--- config.mk ---
export PLATFORM = sky130hd
export DESIGN_NAME = mips_mem_arbiter
export DESIGN_NICKNAME = d
export VERILOG_FILES = /design/src/rtl/mips_mem_arbiter.sv
export SDC_FILE = /design/constraint.sdc
export NUM_CORES = 1
export LEC_CHECK = 0
export ABC_CLOCK_PERIOD_IN_PS = 5900
export BUFFER_PORTS_ARGS = -buffer_cell sky130_fd_sc_hd__buf_2
export CAP_MARGIN = 20
export CORE_AREA = 2 2 121 123
export CTS_CLUSTER_SIZE = 20
export DETAILED_ROUTE_END_ITERATION = 10
export DIE_AREA = 0 0 123 125
export GPL_TIMING_DRIVEN = 0
export SLEW_MARGIN = 20
export SYNTH_ARGS = -nofsm -noshare
export SYNTH_HDL_FRONTEND = slang
export SYNTH_SLANG_ARGS = --single-unit
--- constraint.sdc ---
create_clock -name clk -period 5.9 [get_ports clk]
set_clock_uncertainty 0.05 [all_clocks]
set_input_delay 0.885 -clock clk [delete_from_list [all_inputs] [get_ports clk]]
set_output_delay 0.885 -clock clk [all_outputs]
set_load 0.05 [all_outputs]
--- src/rtl/mips_mem_arbiter.sv ---
// Data-memory port arbiter between the pipelined MIPS CPU and a DMA master.
// CPU has priority; a starvation counter forces a DMA grant after MAX_WAIT denials.
module mips_mem_arbiter #(
    parameter int unsigned MAX_WAIT = 4
) (
    input  logic        clk,
    input  logic        rst,
    input  logic [31:0] cpu_addr,
    input  logic [31:0] cpu_wdata,
    input  logic [3:0]  cpu_we,
    input  logic        cpu_re,
    output logic [31:0] cpu_rdata,
    output logic        cpu_stall,
    input  logic        dma_req,
    input  logic [31:0] dma_addr,
    input  logic [31:0] dma_wdata,
    input  logic [3:0]  dma_we,
    output logic        dma_gnt,
    output logic        dma_rvalid,
    output logic [31:0] dma_rdata,
    output logic [31:0] mem_addr,
    output logic [31:0] mem_wdata,
    output logic [3:0]  mem_we,
    output logic        mem_re,
    input  logic [31:0] mem_rdata
);

    localparam logic [3:0] MAX_WAIT_C = 4'(MAX_WAIT);

    typedef enum logic [1:0] {
        OWN_NONE = 2'd0,
        OWN_CPU  = 2'd1,
        OWN_DMA  = 2'd2
    } owner_e;

    // Any byte lane enabled means the access is a store.
    function automatic logic any_lane(input logic [3:0] we);
        any_lane = |we;
    endfunction

    owner_e      owner_s;
    logic        cpu_req_s;
    logic        starve_max_s;
    logic [3:0]  starve_r;
    logic [3:0]  starve_nxt_s;
    logic        dma_rd_r;
    logic        cpu_rd_r;
    logic [31:0] cpu_hold_r;

    assign cpu_req_s    = cpu_re | any_lane(cpu_we);
    assign starve_max_s = (starve_r == MAX_WAIT_C);

    // Owner selection: CPU first unless the DMA has waited MAX_WAIT cycles.
    always_comb begin
        owner_s = OWN_NONE;
        if (dma_req && (!cpu_req_s || starve_max_s)) begin
            owner_s = OWN_DMA;
        end else if (cpu_req_s) begin
            owner_s = OWN_CPU;
        end else begin
            owner_s = OWN_NONE;
        end
    end

    // Memory port multiplexer driven from the current owner.
    always_comb begin
        mem_addr  = cpu_addr;
        mem_wdata = cpu_wdata;
        mem_we    = 4'b0000;
        mem_re    = 1'b0;
        case (owner_s)
            OWN_DMA: begin
                mem_addr  = dma_addr;
                mem_wdata = dma_wdata;
                mem_we    = dma_we;
                mem_re    = !any_lane(dma_we);
            end
            OWN_CPU: begin
                mem_addr  = cpu_addr;
                mem_wdata = cpu_wdata;
                mem_we    = cpu_we;
                mem_re    = cpu_re;
            end
            default: begin
                mem_addr  = cpu_addr;
                mem_wdata = cpu_wdata;
                mem_we    = 4'b0000;
                mem_re    = 1'b0;
            end
        endcase
    end

    // Starvation count: cleared by a grant or an idle DMA, saturates at MAX_WAIT.
    always_comb begin
        starve_nxt_s = starve_r;
        if ((owner_s == OWN_DMA) || !dma_req) begin
            starve_nxt_s = 4'd0;
        end else if (starve_r >= MAX_WAIT_C) begin
            starve_nxt_s = MAX_WAIT_C;
        end else begin
            starve_nxt_s = starve_r + 4'd1;
        end
    end

    // Starvation counter register.
    always_ff @(posedge clk or negedge rst) begin
        if (!rst) begin
            starve_r <= 4'd0;
        end else begin
            starve_r <= starve_nxt_s;
        end
    end

    // Remember which requester owns the read data returning next cycle.
    always_ff @(posedge clk or negedge rst) begin
        if (!rst) begin
            dma_rd_r <= 1'b0;
            cpu_rd_r <= 1'b0;
        end else begin
            dma_rd_r <= (owner_s == OWN_DMA) && !any_lane(dma_we);
            cpu_rd_r <= (owner_s == OWN_CPU) && cpu_re;
        end
    end

    // Capture CPU load data so it survives later DMA-induced stalls.
    always_ff @(posedge clk or negedge rst) begin
        if (!rst) begin
            cpu_hold_r <= 32'h0000_0000;
        end else if (cpu_rd_r) begin
            cpu_hold_r <= mem_rdata;
        end else begin
            cpu_hold_r <= cpu_hold_r;
        end
    end

    assign dma_gnt    = (owner_s == OWN_DMA);
    assign cpu_stall  = cpu_req_s && (owner_s == OWN_DMA);
    assign dma_rvalid = dma_rd_r;
    assign dma_rdata  = mem_rdata;
    assign cpu_rdata  = cpu_rd_r ? mem_rdata : cpu_hold_r;

endmodule

; Word level (Yosys, flattened, before mapping)
; Index checks and enable logic that the tools add are counted.
[op_classes]
n_addsub = 1
n_mul = 0
div = 0
order_cmp = 1
eq_ne = 3
shifts = 0
n_mux = 9
bitwise_logic = 1
n_reduce_logical = 11
[op_table]
columns = op, count
row1 = 2-to-1 mux 32 bit, 3
row2 = 2-to-1 mux 4 bit, 2
row3 = one-hot mux 4 bit (2 select lines), 1
row4 = OR reduction 4 bit, 2
row5 = adder 4 x 1 -> 4 bit (second input constant), 1
row6 = equality test 4 x 3 -> 1 bit (second input constant), 1
row7 = greater-or-equal comparator 4 x 3 -> 1 bit (second input constant), 1
row8 = logical AND 1 bit, 4
row9 = zero test 1 bit, 3
row10 = equality test 2 x 1 -> 1 bit (second input constant), 1
row11 = equality test 2 bit (second input constant), 1
row12 = logical OR 1 bit, 2
row13 = 2-to-1 mux 2 bit, 1
row14 = one-hot mux 1 bit (2 select lines), 1
row15 = 2-to-1 mux 1 bit, 1
row16 = bitwise OR 1 bit, 1
[word_totals]
reg_bits = 38
latch_bits = 0
ramBits = 0
mem_bits_ro = 0
output_inout_bits = 136
word_cells = 30
mem_count = 0

; Logic depth before layout (Yosys ltp)
[depth]
ltp_word = 9
ltp_mapped = 8
depth_no_buf = 6

; Worst setup path after synthesis
; No wires, ideal clock.
[synth_timing]
path_type = input port to output port
from = input port cpu_we[1]
to = output port mem_we[0]
t_arrival_ns = 2.321
t_required_ns = 4.965
setup_slack_ns = 2.644
cell_stages = 6
n_path_buf = 2
path_cell_list = or3_1 > o21a_4 > inv_8 > buf_12 > buf_12 > a22o_1
[synth_between]
elab_chain_len = 8
word_cells_on_any_way = 10
cone_classes = eq/ne: 2 / mux: 3 / bitwise: 1 / reduce/logical: 4
[synth_lines]
columns = element, line
row1 = "start, declared", 10  ; input logic [3:0] cpu_we,
row2 = OR reduction 4 bit (*), 38  ; any_lane = |we;
row3 = bitwise OR 1 bit (*), 50  ; assign cpu_req_s = cpu_re | any_lane(cpu_we);
row4 = zero test 1 bit, 56  ; if (dma_req && (!cpu_req_s || starve_max_s)) begin
row5 = logical OR 1 bit, 56
row6 = logical AND 1 bit, 56
row7 = 2-to-1 mux 2 bit (*), 56
row8 = equality test 2 bit (*), -
row9 = via dma_gnt, 18  ; output logic dma_gnt,
row10 = one-hot mux 4 bit (2 select lines) (*), 71  ; case (owner_s)
row11 = "end, declared", 23  ; output logic [3:0] mem_we,
; The timed path passes the listed nets; every way through them passes the cells marked *.

; Final worst setup path
[layout_timing]
from = input port cpu_we[1]
to = output port mem_wdata[24]
[layout_between]
elab_chain_len = 8
word_cells_on_any_way = 9
cone_classes = eq/ne: 1 / mux: 3 / bitwise: 1 / reduce/logical: 4
[layout_lines]
columns = element, line
row1 = OR reduction 4 bit (*), 38
row2 = bitwise OR 1 bit (*), 50
row3 = zero test 1 bit, 56
row4 = logical OR 1 bit, 56
row5 = logical AND 1 bit, 56
row6 = 2-to-1 mux 2 bit (*), 56
row7 = equality test 2 bit (*), 71
row8 = 2-to-1 mux 32 bit (*), 71
row9 = "end, declared", 22  ; output logic [31:0] mem_wdata,
; Mark *: on every way between the ends. The rest lies on a longest branch, timed or not.

==> flow_summary.yaml <==
sta:
  timing.hold.ws_ns: 0.410
  worstMarginPinSlew_ns: 0.818
  hold_viol: 0
  slew_violations: 0
  max_freq_mhz: 288
  final-setup-viol-count: 0
  min_period_ns: 3.47
  fin_crit_sh: 0.589
  tns_ns: 0
  rsz0062_at_grt: "false"
  timing.slew.headroom: 0.454
route:
  drt_iter0_drc: 23
  wl_per_cell_um: 13.8
  route.antenna.remaining_nets: 0
  vias: 2713
  wirelength_um: 9680
  post-route-drc-count: 0
  avgViaCountPerCell: 3.86
  drt-pass1-iter-count: 4
clocking:
  clock_latency_ns: 0.27
  cts-buffers-inserted: 5
  cts_tree: "built"
  clock-root-buffer: "clkbuf_16"
  clock_sinks: 38
  htreeDepth: 2
  cts_setup_buffers: 0
  cts_resized: 0
  ctsHoldBuffers: 0
  clock_path_buffers: 2
  clk_pin_slew_ns: 0.05
synth:
  synth_seq_cells: 38
  synth_warnings: 0
  ys_types: 28
  syn_inst: 203
  synth_seq_area_share: 0.368
  synth_area_per_cell_um2: 12.7
  synth_fp_nets: 377
  netlist_area_um2: 2590
worst_hold_path:
  whs_path_depth: 1
  hold_start: "starve_r[0]"
  hold_end: "starve_r[0]"
  hp-class: "register to register"
finish:
  synthToLayoutAreaGrowth_pct: 73.6
  drive_gt1_frac: 0.872
  fin_area_um2: 4490
  final_common_cell: "buf_2"
  final_cell_mix: "buf_2 (307), mux2_2 (91), dfrtp_1 (38)"
  fillers: 1521
  nNetsFinal: 691
worst_setup_path:
  critPathBufInv: 5
  crit_chain: "buf_2, or3_1, o21a_4, inv_8, buf_12, buf_12, mux2_4, buf_2"
  crit_required_ns: 4.97
  path_delay_family: "buffers and inverters"
  start_kind: "primary input"
  critical_path_depth: 8
  crit_type: "primary input to primary output"
  worstPathMaxFanout: 10
  r2r-start: "cpu_rd_r"
  endpoint_kind: "primary output"
  slowest_delay_ns: 0.41
  reg2reg_depth: 3
  r2r_end: "cpu_hold_r[8]"
  rrSetupSlack_ns: 4.23
  crit_arrival_ns: 2.54
  critPathSlowestCell: "or3_1"
outcome:
  run_status: "complete, no violations"
floorplanning:
  row_count: 44
  dieArea_um2: 15400
  start_util: 0.182
  die_h_um: 125
  die_x_um: 123
  core-area_um2: 14200
  ios: 308
placed_design:
  routabilityCongestion: 0.784
  placed_area_um2: 4350
  port_buffers: 307
  dp_hpwl_um: 8670
grt:
  grt_max_degree: 39
  met2_usage: 0.213
  grt_pass1_wl_um: 13800
  gr-usage-all-layers: 0.116
  grt_pass1_vias: 2577
  met1_usage: 0.128
  top_usage_layer: "met2"
  antenna_found_initial: 2
  grtUsageMet3: 0.0365
  grt-ovfl-total: 0
power:
  power.density_nw_per_um2: 237
  ir_drop_v: 0.0000932
  finalPower_mw: 1.06
  p_leak_nw: 2.38
flow_run:
  cap_violations: 0
-- worst max path at each step --
stage / from / endpoint / slack [ns]
after floorplan: cpu_we[1] / mem_we[0] / 2.64
after global placement: cpu_we[1] / mem_wdata[24] / 2.42
after detailed placement: cpu_we[1] / mem_wdata[24] / 2.41
after CTS: cpu_we[1] / mem_wdata[24] / 2.41
after global routing: cpu_we[1] / mem_wdata[24] / 2.36
final: cpu_we[1] / mem_wdata[24] / 2.43
-- sequential cells by signal, summed over array words and instances (netlist names) --
| register | flops |
|---|---|
| starve_r | 4 |
| cpu_hold_r | 32 |
| cpu_rd_r | 1 |
| dma_rvalid | 1 |
-- metrics by stage --
| stage | instances | setup slack [ns] | utilization |
|---|---|---|---|
| after floorplan | 203 | 2.64 | - |
| after global placement | 694 | 2.42 | 0.306 |
| after detailed placement | 694 | 2.41 | 0.306 |
| after CTS | 701 | 2.41 | 0.316 |
| after global routing | 701 | 2.36 | 0.316 |
| final | 702 | 2.43 | 0.316 |
-- cells in the mapped netlist --
cell type,number,share of area
o21ai_0,1,0.0019
or3_1,1,0.0024
buf_12,2,0.015
o31ai_1,1,0.0029
nor4_1,1,0.0024
inv_1,3,0.0044
o21a_4,1,0.0058
clkbuf_1,1,0.0014
buf_1,3,0.0044
mux2_2,91,0.40
inv_8,1,0.0044
and2_1,1,0.0024
o21bai_1,1,0.0029
nand4b_1,1,0.0034
or3b_1,1,0.0034
nor4b_1,1,0.0034
nor2_1,1,0.0014
mux2_4,5,0.029
buf_6,3,0.013
conb_1,1,0.0014
nor3_1,1,0.0019
a21oi_1,1,0.0019
or4_1,1,0.0029
ha_1,2,0.0097
buf_4,34,0.099
nand2_1,1,0.0014
dfrtp_1,38,0.37
a22o_1,4,0.014
-- report_power, final --
part / leakage, nW / internal, mW / total [mW] / switching [mW]
logic: 1.86 / 0.164 / 0.524 / 0.360
clock network: 0.0694 / 0.152 / 0.245 / 0.0929
registers: 0.451 / 0.288 / 0.295 / 0.00681
-- per-layer routing --
layer / wire length [um] / part of all wire / vias up
met3: 1110 / 0.11 / 6
met4: 104 / 0.011 / 0
met5: 0 / 0 / -
met1: 3520 / 0.36 / 1222
met2: 4940 / 0.51 / 171
li1: - / - / 1314
-- worst reg2reg max path: stages, from the launching register on --
cell	delay, ns
dfrtp_1	0.32
clkbuf_1	0.26
buf_1	0.51
mux2_2	0.42
-- logic make-up after synthesis --
group	Yosys count	synth area share
compound gates	9	0.0290
fa+ha+maj	2	0.00967
simple gates	10	0.0252
buf+inv	47	0.142
other cells	1	0.00145
flops	38	0.368
mux	96	0.425
-- cell type report --
class	count	area [um^2]	share of cell area
Timing Repair Buffer	307	1540	0.342
Multi-Input combinational cell	118	1270	0.283
Sequential cell	38	951	0.212
Buffer	43	344	0.0766
Tap cell	184	230	0.0513
Clock buffer	5	125	0.0279
Inverter	4	22.5	0.00502
Clock inverter	2	10.0	0.00223
Antenna cell	1	2.50	0.000557
No activity file was read; power rests on OpenSTA's default activity.
